[src/rtl/ring_freq_meter_pkg.sv]
// Shared definitions for the ring-oscillator frequency meter: state encoding
// and default widths.
package ring_freq_meter_pkg;

  localparam int GATE_W_DEF = 16;
  localparam int CNT_W_DEF  = 16;

  localparam logic [1:0] IDLE = 2'd0;
  localparam logic [1:0] GATE = 2'd1;
  localparam logic [1:0] DONE = 2'd2;

endpackage

[src/rtl/ring_freq_meter_osc_sync_edge.sv]
// Two-flop synchronizer plus history flop for the divided ring clock; rise is
// a one-cycle pulse per synchronized rising edge.
module osc_sync_edge (
  input  logic clk,
  input  logic rst_n,
  input  logic async_in,
  output logic rise
);

  logic s1;
  logic s2;
  logic s3;

  always_ff @(posedge clk or negedge rst_n) begin
    if (!rst_n) begin
      s1 <= 1'b0;
      s2 <= 1'b0;
      s3 <= 1'b0;
    end else begin
      s1 <= async_in;
      s2 <= s1;
      s3 <= s2;
    end
  end

  assign rise = s2 & ~s3;

endmodule

[src/rtl/ring_freq_meter.sv]
// Gated edge counter for the pre-divided ring oscillator, with a held parallel
// result and an MSB-first serial readout register.
module ring_freq_meter
  import ring_freq_meter_pkg::*;
#(
  parameter int GATE_W = GATE_W_DEF,
  parameter int CNT_W  = CNT_W_DEF
) (
  input  logic              clk,
  input  logic              rst_n,
  input  logic              osc_in,
  input  logic              start,
  input  logic [GATE_W-1:0] gate_len,
  output logic              busy,
  output logic              done,
  output logic [CNT_W-1:0]  count,
  output logic              overflow,
  input  logic              shift_en,
  output logic              ser_out
);

  logic [1:0]        state_reg;
  logic [1:0]        state_next;
  logic [GATE_W-1:0] gate_cnt_reg;
  logic [CNT_W-1:0]  acc_reg;
  logic              ovf_reg;
  logic [CNT_W-1:0]  count_reg;
  logic              overflow_reg;
  logic [CNT_W-1:0]  shreg_reg;
  logic              rise;

  osc_sync_edge u_sync (
    .clk      (clk),
    .rst_n    (rst_n),
    .async_in (osc_in),
    .rise     (rise)
  );

  always_ff @(posedge clk or negedge rst_n) begin
    if (!rst_n) state_reg <= IDLE;
    else        state_reg <= state_next;
  end

  always_comb begin
    state_next = state_reg;
    case (state_reg)
      IDLE: if (start) state_next = (gate_len == '0) ? DONE : GATE;
      GATE: if (gate_cnt_reg == GATE_W'(1)) state_next = DONE;
      DONE: state_next = IDLE;
      default: state_next = IDLE;
    endcase
  end

  always_comb begin
    busy = (state_reg == GATE) || (state_reg == DONE);
    done = (state_reg == DONE);
  end

  // Gate counter and saturating accumulator; a rise at all-ones is a lost edge.
  always_ff @(posedge clk or negedge rst_n) begin
    if (!rst_n) begin
      gate_cnt_reg <= '0;
      acc_reg      <= '0;
      ovf_reg      <= 1'b0;
    end else if (state_reg == IDLE) begin
      if (start) begin
        gate_cnt_reg <= gate_len;
        acc_reg      <= '0;
        ovf_reg      <= 1'b0;
      end
    end else if (state_reg == GATE) begin
      gate_cnt_reg <= gate_cnt_reg - GATE_W'(1);
      if (rise) begin
        if (&acc_reg) ovf_reg <= 1'b1;
        else          acc_reg <= acc_reg + CNT_W'(1);
      end
    end
  end

  always_ff @(posedge clk or negedge rst_n) begin
    if (!rst_n) begin
      count_reg    <= '0;
      overflow_reg <= 1'b0;
    end else if (state_reg == DONE) begin
      count_reg    <= acc_reg;
      overflow_reg <= ovf_reg;
    end
  end

  // A fresh result overrides any shift requested in the same cycle.
  always_ff @(posedge clk or negedge rst_n) begin
    if (!rst_n)                 shreg_reg <= '0;
    else if (state_reg == DONE) shreg_reg <= acc_reg;
    else if (shift_en)          shreg_reg <= {shreg_reg[CNT_W-2:0], 1'b0};
  end

  assign count    = count_reg;
  assign overflow = overflow_reg;
  assign ser_out  = shreg_reg[CNT_W-1];

endmodule

[config.mk]
export PLATFORM = sky130hd
export DESIGN_NAME = ring_freq_meter
export DESIGN_NICKNAME = d
export VERILOG_FILES = /design/src/rtl/ring_freq_meter_pkg.sv /design/src/rtl/ring_freq_meter_osc_sync_edge.sv /design/src/rtl/ring_freq_meter.sv
export SDC_FILE = /design/constraint.sdc
export NUM_CORES = 1
export LEC_CHECK = 0
export ABC_AREA = 1
export BUFFER_PORTS_ARGS = -buffer_cell sky130_fd_sc_hd__buf_2
export CORE_ASPECT_RATIO = 0.5
export CORE_MARGIN = 5
export CORE_UTILIZATION = 45
export DETAILED_ROUTE_END_ITERATION = 7
export PLACE_DENSITY = 0.71
export REMOVE_ABC_BUFFERS = 1
export SLEW_MARGIN = 0
export SYNTH_ARGS = -nofsm -noshare
export SYNTH_HDL_FRONTEND = slang
export SYNTH_SLANG_ARGS = --single-unit
[constraint.sdc]
create_clock -name clk -period 2.4 [get_ports clk]
set_clock_uncertainty 0.15 [all_clocks]
set_input_delay 0.36 -clock clk [delete_from_list [all_inputs] [get_ports clk]]
set_output_delay 0.36 -clock clk [all_outputs]
set_load 0.03 [all_outputs]
==> results of run 1 <==
[cell type report]
cell class | count | area (sq um) | share of cell area, %
inverter | 49 | 184 | 4.13
multi-input combinational | 388 | 1770 | 39.7
clock inverter | 5 | 33.8 | 0.759
tap | 112 | 140 | 3.15
clock buffer | 11 | 243 | 5.45
sequential | 71 | 1780 | 39.9
timing repair buffer | 52 | 308 | 6.91
[per-layer routing]
metal / wire length [um] / part of all wire (%)
met4: 125 / 1.5
met2: 3760 / 44
met1: 4180 / 49
met5: 0 / 0
met3: 425 / 5.0
[power breakdown]
part / leakage [uW] / switching (uW) / internal [uW]
registers: 0.000947 / 252 / 1470
logic: 0.00128 / 1200 / 581
clock network: 0.000132 / 508 / 725
total: 0.00236 / 1960 / 2780
[layout by cell type (no fill, tap or decap), types with 9 or more instances in the layout]
master     synthesis  final
buf_2              5     40
nand4_1           11     11
xor2_1             9      9
inv_1             48     48
clkbuf_16          0      9
nand2_1          199    199
nor2_1            55     55
nand3_1           49     49
buf_4              3      9
a21oi_1           13     13
o21ai_0           25     25
dfrtp_1           71     71
[through the flow]
| stage | setup TNS, ns | cell area [sq um] |
|---|---|---|
| finish | 0 | 4450 |
| global route | 0 | 4450 |
| CTS | 0 | 4450 |
| detailed placement | 0 | 4160 |
| global placement | 0 | 4160 |
| floorplan | -2.05 | 3730 |
[worst min path at each step]
| stage | cells after the start | slack (ns) | start | to |
|---|---|---|---|---|
| after floorplan | 0 | -0.09 | rst_n | acc_reg[0] |
| after global placement | 0 | 0.19 | u_sync.s1 | u_sync.s2 |
| after detailed placement | 0 | 0.20 | u_sync.s1 | u_sync.s2 |
| after CTS | 3 | 0.14 | gate_len[1] | gate_cnt_reg[1] |
| after global routing | 3 | 0.16 | gate_len[1] | gate_cnt_reg[1] |
| final | 3 | 0.15 | gate_len[1] | gate_cnt_reg[1] |
[cell families (layout without fill, tap and decap cells)]
group	Yosys count	in the layout	share of synthesized area, %
AOI/OAI and AO/OA	51	51	7.56
xor gates and xnor gates	10	10	2.30
adders and majority gates	6	6	1.97
buffers and inverters	66	117	6.96
DFF	71	71	46.6
and+or+nand+nor	321	321	34.6
[worst max-delay path: cells and delay by family (launching register included)]
family	cells	cell delay, ns
AO/OA/AOI/OAI	2	0.55
AND/OR/NAND/NOR	1	0.41
flip-flops	1	0.37
buffers and inverters	2	0.29
adder cells (fa/ha/maj)	1	0.23
==> impl_metrics.csv, run 1 <==
group,metric,value,unit
logic_synthesis,synth-main-ff-cell,"dfrtp_1",
final_layout,stdcell_count,688,
power,p_per_area,1060,nW/um^2
placed_design,preCtsSetupSlack,0.339,ns
timing,worst_slack,0.308,ns
logic_synthesis,synth.avg_cell_area,7.25,sq um
global_route,grt_use_met2,28.8,%
global_route,antenna_found_initial,0,
clock_network,cts_tree,"built",
clock_network,clk_pin_slew,0.06,ns
global_route,grt_pass1_wl,14.6,mm
placed_design,gp_congestion,0.931,
global_route,grt_max_degree,38,
logic_synthesis,yosysMostFrequentCell,"nand2_1",
logic_synthesis,async_reset_ff_share,100,%
final_layout,num-fill-cells,814,
logic_synthesis,netlist_area,3810,sq um
timing,setup_viol,0,
clock_network,cts_sinks,71,
timing,max_slew_margin,52.8,%
logic_synthesis,synth_top_area_share,46.6,%
global_route,gr-usage-met1,21.6,%
floorplan,die_x,140,um
logic_synthesis,ys_warn_count,0,
logic_synthesis,synth-edff-count,0,
timing,slew_viol_final,0,
setup_path,end_kind,"flip-flop",
drt,drtPass1Iterations,4,
clock_network,cts-root-buf,"clkbuf_16",
clock_network,cts-buffers-inserted,9,
logic_synthesis,yosysUniqueCellTypes,27,
floorplan,ioPinCount,41,
final_layout,finish.utilization,54.9,%
global_route,grt_overflow,0,
clock_network,htree_levels,3,
final_layout,antenna_cells,0,
setup_path,r2r_cells,6,
timing,post-route-period-util,87.2,%
logic_synthesis,synth_top_area_cell,"dfrtp_1",
setup_path,ff2ff_setup_slack,0.31,ns
power,fin_total_pwr,4730,uW
setup_path,critical_path_class,"flip-flop to flip-flop",
clock_network,clockBufferDepth,2,
min_path,hold_class,"input pin to flip-flop",
clock_network,cts.repair.resized,0,
timing,worst_slew_pin_slew,0.707,ns
clock_network,post_cts_buffers,0,
floorplan,core_area,8120,sq um
setup_path,crit_fanout,26,
drt,avgViaCountPerCell,5.00,
timing,finalHoldViolCount,0,
final_layout,layout-drive-gt1-share,12.5,%
power,vdd_drop_max,0.474,mV
placed_design,dp.cells,670,
drt,wire_per_inst,12.3,um
setup_path,slowest_stage,"nand3_2",
drt,vias,3441,
setup_path,slowest_delay,0.41,ns
clock_network,clk_latency,0.33,ns
setup_path,critPathLaunchType,"flip-flop",
drt,drc,0,
drt,postRouteAntennaNets,0,
run,cap_violations,0,
timing,fmax,0.478,GHz
global_route,grt_pass1_vias,3195,
power,p_leak,0.00236,uW
setup_path,reg2reg_to,"acc_reg[11]",
logic_synthesis,synth.top_cells.by_count,"nand2_1 (199), dfrtp_1 (71), nor2_1 (55)",
placed_design,port_buffers,40,
floorplan,std_cell_rows,23,
setup_path,cp.required,2.49,ns
setup_path,path_cells,"inv_1 > ha_1 > buf_4 > o21ai_4 > nand3_2 > o21ai_0",
timing,rsz0062_at_grt,"false",
placed_design,hpwl,6.11,mm
logic_synthesis,ys_seq_area_share,46.6,%
global_route,grt_usage,17.3,%
drt,first_iter_violations,225,
setup_path,setup.worst_path.start,"state_reg[0]",
global_route,busiest_layer,"met2",
floorplan,start_util,46.9,%
status,status,"complete, no violations",
setup_path,crit_end,"acc_reg[11]",
logic_synthesis,ys_seq_elements,71,
timing,post-route-min-period,2.09,ns
final_layout,syn_to_final_growth,16.9,%
global_route,grtUsageMet3,5.39,%
clock_network,ctsHoldBuffers,2,
drt,drt_wl_total,8.49,mm
logic_synthesis,synth_area_leaders,"dfrtp_1 (47%), nand2_1 (20%), nand3_1 (6.4%)",
setup_path,reg2reg_from,"state_reg[0]",
final_layout,nets,598,
floorplan,die_y,75.1,um
timing,holdWs,0.150,ns
logic_synthesis,syn_inst,525,
floorplan,die_area,10500,sq um
setup_path,critPathArrivalTime,2.18,ns
(Power assumes the default switching activity.)
==> inputs of run 2 (changes only) <==
--- a/config.mk
+++ b/config.mk
@@ -6,12 +6,12 @@
 export NUM_CORES = 1
 export LEC_CHECK = 0
 export ABC_AREA = 1
-export BUFFER_PORTS_ARGS = -buffer_cell sky130_fd_sc_hd__buf_2
 export CORE_ASPECT_RATIO = 0.5
 export CORE_MARGIN = 5
 export CORE_UTILIZATION = 45
 export DETAILED_ROUTE_END_ITERATION = 7
-export PLACE_DENSITY = 0.71
+export DONT_BUFFER_PORTS = 1
+export PLACE_DENSITY = 0.67
 export REMOVE_ABC_BUFFERS = 1
 export SLEW_MARGIN = 0
 export SYNTH_ARGS = -nofsm -noshare
==> run 2 against run 1 <==
Routed wire length is 1.9% higher. Non-clock buffer count shrank 41. Worst hold slack got worse by 0.12 ns. Worst setup slack got worse by 0.10 ns. Count of clock-buffer cells in the layout fell by 2. Largest power group is now registers. First-iteration DRC count grew 0.44%.
==> impl_metrics.csv, run 2 (synthesized netlist as in run 1, its figures left out) <==
group,metric,value,unit
setup_path,critPathLaunchType,"flip-flop",
placed_design,hpwl,5.92,mm
setup_path,slowest_stage,"ha_1",
min_path,hold_class,"input pin to flip-flop",
timing,setup_viol,0,
clock_network,cts_tree,"built",
final_layout,layout-drive-gt1-share,6.17,%
timing,fmax,0.455,GHz
final_layout,regArea,1780,sq um
setup_path,slowest_delay,0.54,ns
final_layout,antenna_cells,0,
clock_network,clk_latency,0.34,ns
final_layout,multiInputGateArea,1780,sq um
setup_path,path_cells,"inv_1 > ha_1 > buf_4",
clock_network,cts_sinks,71,
power,vdd_drop_max,0.549,mV
setup_path,critPathArrivalTime,1.69,ns
timing,slew_viol_final,0,
clock_network,cts-root-buf,"clkbuf_16",
floorplan,std_cell_rows,23,
timing,rsz0062_at_grt,"false",
timing,worst_slew_pin_slew,0.591,ns
placed_design,port_buffers,0,
drt,first_iter_violations,226,
drt,drt_wl_total,8.65,mm
clock_network,htree_levels,3,
final_layout,syn_to_final_growth,13.2,%
run,cap_violations,0,
setup_path,cp.required,1.89,ns
floorplan,ioPinCount,41,
global_route,grt_max_degree,72,
drt,avgViaCountPerCell,5.06,
timing,post-route-min-period,2.20,ns
drt,wire_per_inst,13.4,um
timing,holdWs,0.0342,ns
power,p_leak,0.00220,uW
floorplan,die_y,75.1,um
setup_path,critical_path_class,"flip-flop to output port",
drt,vias,3276,
drt,postRouteAntennaNets,0,
global_route,antenna_found_initial,0,
global_route,grt_pass1_vias,3128,
placed_design,gp_congestion,0.875,
floorplan,die_x,140,um
final_layout,layout.cells.most_common,"nand2_1",
final_layout,finish.utilization,53.1,%
final_layout,final_cell_mix,"nand2_1 (199), dfrtp_1 (71), nor2_1 (55)",
final_layout,nets,557,
drt,drtPass1Iterations,4,
status,status,"complete, no violations",
final_layout,num-fill-cells,817,
clock_network,cts-buffers-inserted,9,
timing,worst_slack,0.204,ns
global_route,grt_overflow,0,
setup_path,end_kind,"output port",
global_route,grt_usage,17.8,%
setup_path,crit_fanout,15,
power,p_per_area,1150,nW/um^2
floorplan,start_util,46.9,%
timing,max_slew_margin,60.6,%
timing,post-route-period-util,91.5,%
clock_network,clk_pin_slew,0.06,ns
global_route,grt_pass1_wl,14.9,mm
timing,finalHoldViolCount,0,
floorplan,core_area,8120,sq um
clock_network,clockBufferDepth,2,
placed_design,preCtsSetupSlack,0.190,ns
floorplan,die_area,10500,sq um
drt,drc,0,
## run 2: changes by cell type in the layout (fill, tap and decap cells not counted), sizes merged
cell | before | now
buf | 50 | 9
bufinv | 0 | 2
clkbuf | 11 | 9
clkinv | 3 | 2
clkinvlp | 2 | 1
inv | 49 | 51
## run 2: worst paths after layout
kind | start | to | slack, ns | cells past startpoint
setup / recovery | state_reg[0] | done | 0.20 | 3
hold / removal | gate_len[0] | gate_cnt_reg[0] | 0.03 | 2
setup reg to reg | state_reg[0] | gate_cnt_reg[8] | 0.36 | 9
hold reg to reg | u_sync.s1 | u_sync.s2 | 0.19 | 0
max in group asynchronous | rst_n | acc_reg[13] | 1.36 | 2
min in group asynchronous | rst_n | gate_cnt_reg[4] | 0.38 | 2
## run 2: report_power, final
part           switching [uW]  total, uW  internal [uW]
logic                    1130       1690            559
clock network             543       1460            920
registers                 313       1780           1470
## run 2: cell type report
cell class,instances,share of cell area (%)
Clock buffer,9,5.22
Clock inverter,7,2.38
Inverter,49,4.26
Multi-Input combinational cell,388,41.2
Sequential cell,71,41.2
Tap cell,112,3.25
Timing Repair Buffer,11,2.49
## run 2: routing by layer
| layer | vias to the layer above | global-route usage, % | share of wire (%) | wire length (um) |
|---|---|---|---|---|
| met1 | 1534 | 22.7 | 48 | 4180 |
| met3 | 8 | 5.58 | 5.4 | 470 |
| met4 | 0 | 5.80 | 0.90 | 78 |
| met2 | 54 | 29.7 | 45 | 3930 |
| met5 | - | 0 | 0 | 0 |
| li1 | 1680 | - | - | - |
## run 2: stage by stage
stage | area, sq um | TNS [ns] | instances | total power [uW]
floorplan | 3730 | -2.05 | 508 | 2960
detailed placement | 3930 | 0 | 628 | 3440
finish | 4310 | 0 | 647 | 4940
global route | 4310 | 0 | 647 | 5330
CTS | 4300 | 0 | 647 | 4980
global placement | 3930 | 0 | 628 | 3400
## run 2: timing repair
action / in CTS / in global routing
setup endpoints to repair: 0 / 10
hold buffers: 3 / 0
setup buffers: 0 / 0
endpoints found under the hold margin: 72 / 0
resized for setup: 0 / 2
## run 2: worst max-delay path: cells and delay by family, from the launching register on
kind / cells / cell delay (ns)
buffers and inverters: 2 / 0.40
flip-flops: 1 / 0.40
adder cells (fa/ha/maj): 1 / 0.54
